$ cat config.mk
export PLATFORM = sky130hd
export DESIGN_NAME = mio_int_ctrl_flat
export DESIGN_NICKNAME = d
export VERILOG_FILES = /design/src/rtl/mio_int_if.sv /design/src/rtl/mio_int_ctrl.sv /design/src/flat_wrapper.sv
export SDC_FILE = /design/constraint.sdc
export NUM_CORES = 1
export LEC_CHECK = 0
export BUFFER_PORTS_ARGS = -buffer_cell sky130_fd_sc_hd__buf_2
export CORE_ASPECT_RATIO = 0.75
export CORE_UTILIZATION = 40
export DETAILED_ROUTE_END_ITERATION = 10
export GPL_ROUTABILITY_DRIVEN = 0
export PLACE_DENSITY = 0.86
export REMOVE_ABC_BUFFERS = 1
export SLEW_MARGIN = 10
export SYNTH_ARGS = -nofsm -noshare
export SYNTH_HDL_FRONTEND = slang
export SYNTH_SLANG_ARGS = --single-unit
$ cat constraint.sdc
create_clock -name clk -period 2.8 [get_ports clk]
set_input_delay 0.56 -clock clk [delete_from_list [all_inputs] [get_ports clk]]
set_output_delay 0.56 -clock clk [all_outputs]
set_load 0.02 [all_outputs]
$ cat src/rtl/mio_int_if.sv
// MIO bus slice for the interrupt controller.
// Carries the decoded register write/read path and the ISR-entry acknowledge.
//   int_we     write strobe, already decoded for this block's address window
//   int_addr   register select (bus address [3:2])
//   int_wdata  write data
//   int_rdata  read data for the selected register, combinational from int_addr
//   int_ack    1-cycle pulse when the CPU enters the ISR
// master = CPU/bus side, slave = interrupt controller.
interface mio_int_if;
  logic        int_we;
  logic [1:0]  int_addr;
  logic [31:0] int_wdata;
  logic [31:0] int_rdata;
  logic        int_ack;

  modport master (
    output int_we,
    output int_addr,
    output int_wdata,
    output int_ack,
    input  int_rdata
  );

  modport slave (
    input  int_we,
    input  int_addr,
    input  int_wdata,
    input  int_ack,
    output int_rdata
  );
endinterface

$ cat src/rtl/mio_int_ctrl.sv
// Interrupt controller between the counter/timer block and the CPU INT input.
// Raw request lines are synchronised into clk, latched as pending (rising-edge
// or level mode per source), gated by per-source masks and a global enable,
// and presented as a registered INT level plus a priority-encoded CAUSE.
// Ports:
//   clk      CPU-side clock
//   rst      synchronous reset, active-high
//   irq_raw  N_SRC raw requests, asynchronous to clk (bit 0 = highest priority)
//   bus      MIO register slice (slave modport): PEND / MASK / CAUSE / CTRL
//   INT      interrupt request level to the CPU
// Register map (bus.int_addr):
//   0 PEND  R/W1C  1 MASK  R/W  2 CAUSE  R ([31]=valid, [2:0]=idx)
//   3 CTRL  R/W    [0]=GIE, [8+i]=LVL_i
module mio_int_ctrl #(
  parameter int N_SRC       = 3,
  parameter int SYNC_STAGES = 2
) (
  input  logic             clk,
  input  logic             rst,
  input  logic [N_SRC-1:0] irq_raw,
  mio_int_if.slave         bus,
  output logic             INT
);

  logic [N_SRC-1:0] sync_p [SYNC_STAGES];
  logic [N_SRC-1:0] s_lvl;
  logic [N_SRC-1:0] hist_p;
  logic [N_SRC-1:0] rise;

  logic [N_SRC-1:0] pend;
  logic [N_SRC-1:0] mask;
  logic [N_SRC-1:0] lvl;
  logic             gie;

  logic [N_SRC-1:0] enabled;
  logic             cause_valid;
  logic [2:0]       cause_idx;
  logic [N_SRC-1:0] clr;
  logic [N_SRC-1:0] pend_nxt;

  logic wr_pend;
  logic wr_mask;
  logic wr_ctrl;
  logic wdata_unused;

  assign wr_pend = bus.int_we && (bus.int_addr == 2'd0);
  assign wr_mask = bus.int_we && (bus.int_addr == 2'd1);
  assign wr_ctrl = bus.int_we && (bus.int_addr == 2'd3);

  // Only a few write-data bits are architected; the rest are don't-care.
  assign wdata_unused = ^bus.int_wdata;

  // Stage p0..: synchroniser chain, then one-cycle history for edge detect
  always_ff @(posedge clk) begin
    if (rst) begin
      for (int k = 0; k < SYNC_STAGES; k++) sync_p[k] <= '0;
      hist_p <= '0;
    end else begin
      sync_p[0] <= irq_raw;
      for (int k = 1; k < SYNC_STAGES; k++) sync_p[k] <= sync_p[k-1];
      hist_p <= s_lvl;
    end
  end

  assign s_lvl = sync_p[SYNC_STAGES-1];
  assign rise  = s_lvl & ~hist_p;

  // Lowest-numbered enabled pending source wins; independent of GIE so the
  // ISR can still poll with interrupts globally disabled.
  assign enabled = pend & mask;

  always_comb begin
    cause_valid = 1'b0;
    cause_idx   = 3'd0;
    for (int i = N_SRC - 1; i >= 0; i--) begin
      if (enabled[i]) begin
        cause_valid = 1'b1;
        cause_idx   = 3'(i);
      end
    end
  end

  // W1C and ack clears OR together; a same-cycle rise overrides any clear.
  // Level-mode sources simply follow the synchronised line.
  always_comb begin
    clr      = '0;
    pend_nxt = '0;
    for (int i = 0; i < N_SRC; i++) begin
      clr[i] = (wr_pend & bus.int_wdata[i]) |
               (bus.int_ack & cause_valid & (cause_idx == 3'(i)));
      pend_nxt[i] = lvl[i] ? s_lvl[i] : (rise[i] | (pend[i] & ~clr[i]));
    end
  end

  // Stage: pending/config registers and the registered INT level
  always_ff @(posedge clk) begin
    if (rst) begin
      pend <= '0;
      mask <= '0;
      lvl  <= '0;
      gie  <= 1'b0;
      INT  <= 1'b0;
    end else begin
      pend <= pend_nxt;
      if (wr_mask) mask <= bus.int_wdata[N_SRC-1:0];
      if (wr_ctrl) begin
        gie <= bus.int_wdata[0];
        lvl <= bus.int_wdata[8 +: N_SRC];
      end
      INT <= gie & (|enabled);
    end
  end

  always_comb begin
    bus.int_rdata = '0;
    case (bus.int_addr)
      2'd0: bus.int_rdata[N_SRC-1:0] = pend;
      2'd1: bus.int_rdata[N_SRC-1:0] = mask;
      2'd2: begin
        bus.int_rdata[31]  = cause_valid;
        bus.int_rdata[2:0] = cause_idx;
      end
      default: begin
        bus.int_rdata[0]          = gie;
        bus.int_rdata[8 +: N_SRC] = lvl;
      end
    endcase
  end

endmodule

$ cat src/flat_wrapper.sv
// flat-port wrapper written by rule: the top's interface ports become plain ports
module mio_int_ctrl_flat 
#(
  parameter int N_SRC       = 3,
  parameter int SYNC_STAGES = 2
)
  (clk, rst, irq_raw, INT, bus_int_we, bus_int_addr, bus_int_wdata, bus_int_ack, bus_int_rdata);
  mio_int_if bus_i ();
  input  logic clk;
  input  logic rst;
  input  logic [N_SRC-1:0] irq_raw;
  output logic INT;
  input wire logic [$bits(bus_i.int_we)-1:0] bus_int_we;
  input wire logic [$bits(bus_i.int_addr)-1:0] bus_int_addr;
  input wire logic [$bits(bus_i.int_wdata)-1:0] bus_int_wdata;
  input wire logic [$bits(bus_i.int_ack)-1:0] bus_int_ack;
  output wire logic [$bits(bus_i.int_rdata)-1:0] bus_int_rdata;
  assign bus_i.int_we = bus_int_we;
  assign bus_i.int_addr = bus_int_addr;
  assign bus_i.int_wdata = bus_int_wdata;
  assign bus_i.int_ack = bus_int_ack;
  assign bus_int_rdata = bus_i.int_rdata;
  mio_int_ctrl #(.N_SRC(N_SRC), .SYNC_STAGES(SYNC_STAGES)) u_core (.clk(clk), .rst(rst), .irq_raw(irq_raw), .bus(bus_i), .INT(INT));
endmodule
==> run metrics <==
status complete, no violations; global-route wire length before repair 2.615 mm; maximum fanout encountered on the critical timing path 5; number of iterations in the first detailed-routing pass 4; fin. max-slew vios 0; clock tree from TritonCTS yes; Arrival @ worst endpoint 1600 ps; Post-CTS Setup Repair Bufs 0; flip-flop and latch count after synthesis 20; H-tree levels 1; antenna violations before repair 0; Worst setup EP type output pin; number of global-route vias before repair 609; core region area 0.002365 mm^2; placed cell count 159; unrepaired setup endpoints after global routing false; HPWL after detailed placement 1.334 mm; Peak supply drop 0.3702 mV; residual overflow from global routing 0; post-route fraction of the period consumed by the critical path 0.7728; max-cap violation count 0; Area growth, synth to finish 6.569%; remaining design rule violation count 0; Critical Path Start Type flop; Inserted Diodes 0; total number of placement rows 15; total number of nets in the final design 171; Leak 0.5393 nW; latest clock arrival within the worst-skew pair 300 ps; path class of the lowest-slack min-delay path flop to flop; total number of clock tree sinks 20; fill count 250; Yosys top cell by area dfxtp_1; width of the chip 60.55 um; Gate Count Post-Synth 108; CTS Root Cell clkbuf_4; part of the Yosys area used for sequential elements 0.3893; warnings from Yosys 0; Setup TNS Final 0 ps; area used by multi-input combinational logic 495.5 um^2; largest net degree at the start of global routing 21; cell area after synthesis 0.001028 mm^2; total die area 0.002780 mm^2; clock-pin transition on the worst setup and hold timing paths 110 ps; Hold Buf Count CTS 0; most frequent cells in the layout 25 x conb_1, 22 x buf_2, 20 x dfxtp_1; initial drt markers 13; WL final 1.739 mm; setup clock skew after layout 7.556 ps; power per standard cell area 499.3 mW/mm^2; number of I/O port buffers 22; library cells used by synthesis 26; kind of critical path flop to output pin; Final Hold Vio Count 0; maximum number of buffers from clock root to sink 2; via density per instance 4.393; total number of vias 716; number of CTS-inserted buffers 3; most common cell after layout, fill and taps aside conb_1; height of the chip 45.92 um; number of endpoints failing setup at the final stage 0; non-filler instance count after layout 163; antenna viol nets, final 0; per-cell routed wire length 10.67 um; endpoint required time on the critical path 2240 ps; Mean Syn Cell Area 9.523 um^2; area share of the largest cell type after synthesis 0.3893; Max Fclk 0.4621 GHz; main area contributors after synthesis dfxtp_1 39%, buf_4 20%, mux2i_1 8.8%; number of top-level pins 74; shortest clock period the worst path allows after layout 2164 ps; overall track demand over capacity in global routing 0.1340; footprint of the flip-flops and latches 400.4 um^2; effective utilization at floorplan 0.4349; post-cts repair resize count 0; fraction of layout cells with a size suffix above 1 0.2481
[logic make-up after synthesis]
logic type             after synthesis  synth area share
flip-flops                          20            0.3893
other                                1          0.003646
AND/OR/NAND/NOR                     34            0.1885
AO/OA/AOI/OAI                       11           0.09246
multiplexers                        10            0.1095
buffers and inverters               32            0.2165
[state kept, by name, indices dropped and copies added (netlist names)]
register	count
u_core.lvl	3
u_core.gie	1
u_core.hist_p	3
u_core.sync_p	6
u_core.mask	3
u_core.pend	3
u_core.INT	1
[power breakdown]
group          switching, mW  internal [mW]  leakage [nW]
combinational         0.0558         0.0241         0.355
clock                 0.0848         0.0793        0.0210
sequential           0.00775          0.295         0.164
[Yosys cell counts (all sizes together)]
cell type   n
a2111oi     2
clkbuf      1
nor2b       9
nand2       2
nand3b      1
conb        1
mux2i       9
nand2b      5
o21ai       2
o2bb2ai     1
a221o       1
and3        4
dfxtp      20
nand3       1
inv         3
buf        28
a22oi       1
a22o        2
mux4        1
nor2        9
nor3b       1
a21oi       2
nand4       2
[path summary, 6_finish.rpt]
kind	to	slack [ps]	startpoint	depth (start not counted)
setup / recovery	bus_int_rdata[0]	640	u_core.mask[0]	4
hold / removal	u_core.sync_p[0][3]	460	u_core.sync_p[0][0]	1
setup reg to reg	u_core.pend[2]	1600	u_core.mask[0]	3
hold reg to reg	u_core.sync_p[0][3]	460	u_core.sync_p[0][0]	1
[routing by layer]
layer,wire length [um],track usage,part of all wire,vias to the layer above
met2,916,0.2527,0.53,35
met1,683,0.1343,0.39,325
met3,139,0.04830,0.080,0
met5,0,0,0,-
li1,-,-,-,356
met4,0,0.05455,0,0
[stage by stage]
step | worst slack, ps | utilization | power, mW | hold slack [ps] | cell area (um^2)
global route | 562.8 | 0.4635 | 0.5776 | 454.5 | 1096
floorplan | 1134 | - | 0.3625 | 413.8 | 907.1
CTS | 614.1 | 0.4635 | 0.5542 | 452.0 | 1096
finish | 636.0 | 0.4635 | 0.5472 | 455.7 | 1096
detailed placement | 801.0 | 0.4481 | 0.3894 | 426.2 | 1060
global placement | 794.5 | 0.4481 | 0.3860 | 416.6 | 1060
[area by class of cell]
| class | count | area share |
|---|---|---|
| Clock buffer | 4 | 0.03311 |
| Tap cell | 34 | 0.03881 |
| Sequential cell | 20 | 0.3653 |
| Inverter | 3 | 0.01027 |
| Multi-Input combinational cell | 80 | 0.4521 |
| Timing Repair Buffer | 22 | 0.1005 |
[critical path, stage by stage, from the launching register on]
cell and delay (ps):
dfxtp_1 430, nand2_2 80, and3_1 180, mux4_2 440, buf_2 170
No activity file was read; power rests on OpenSTA's default activity.
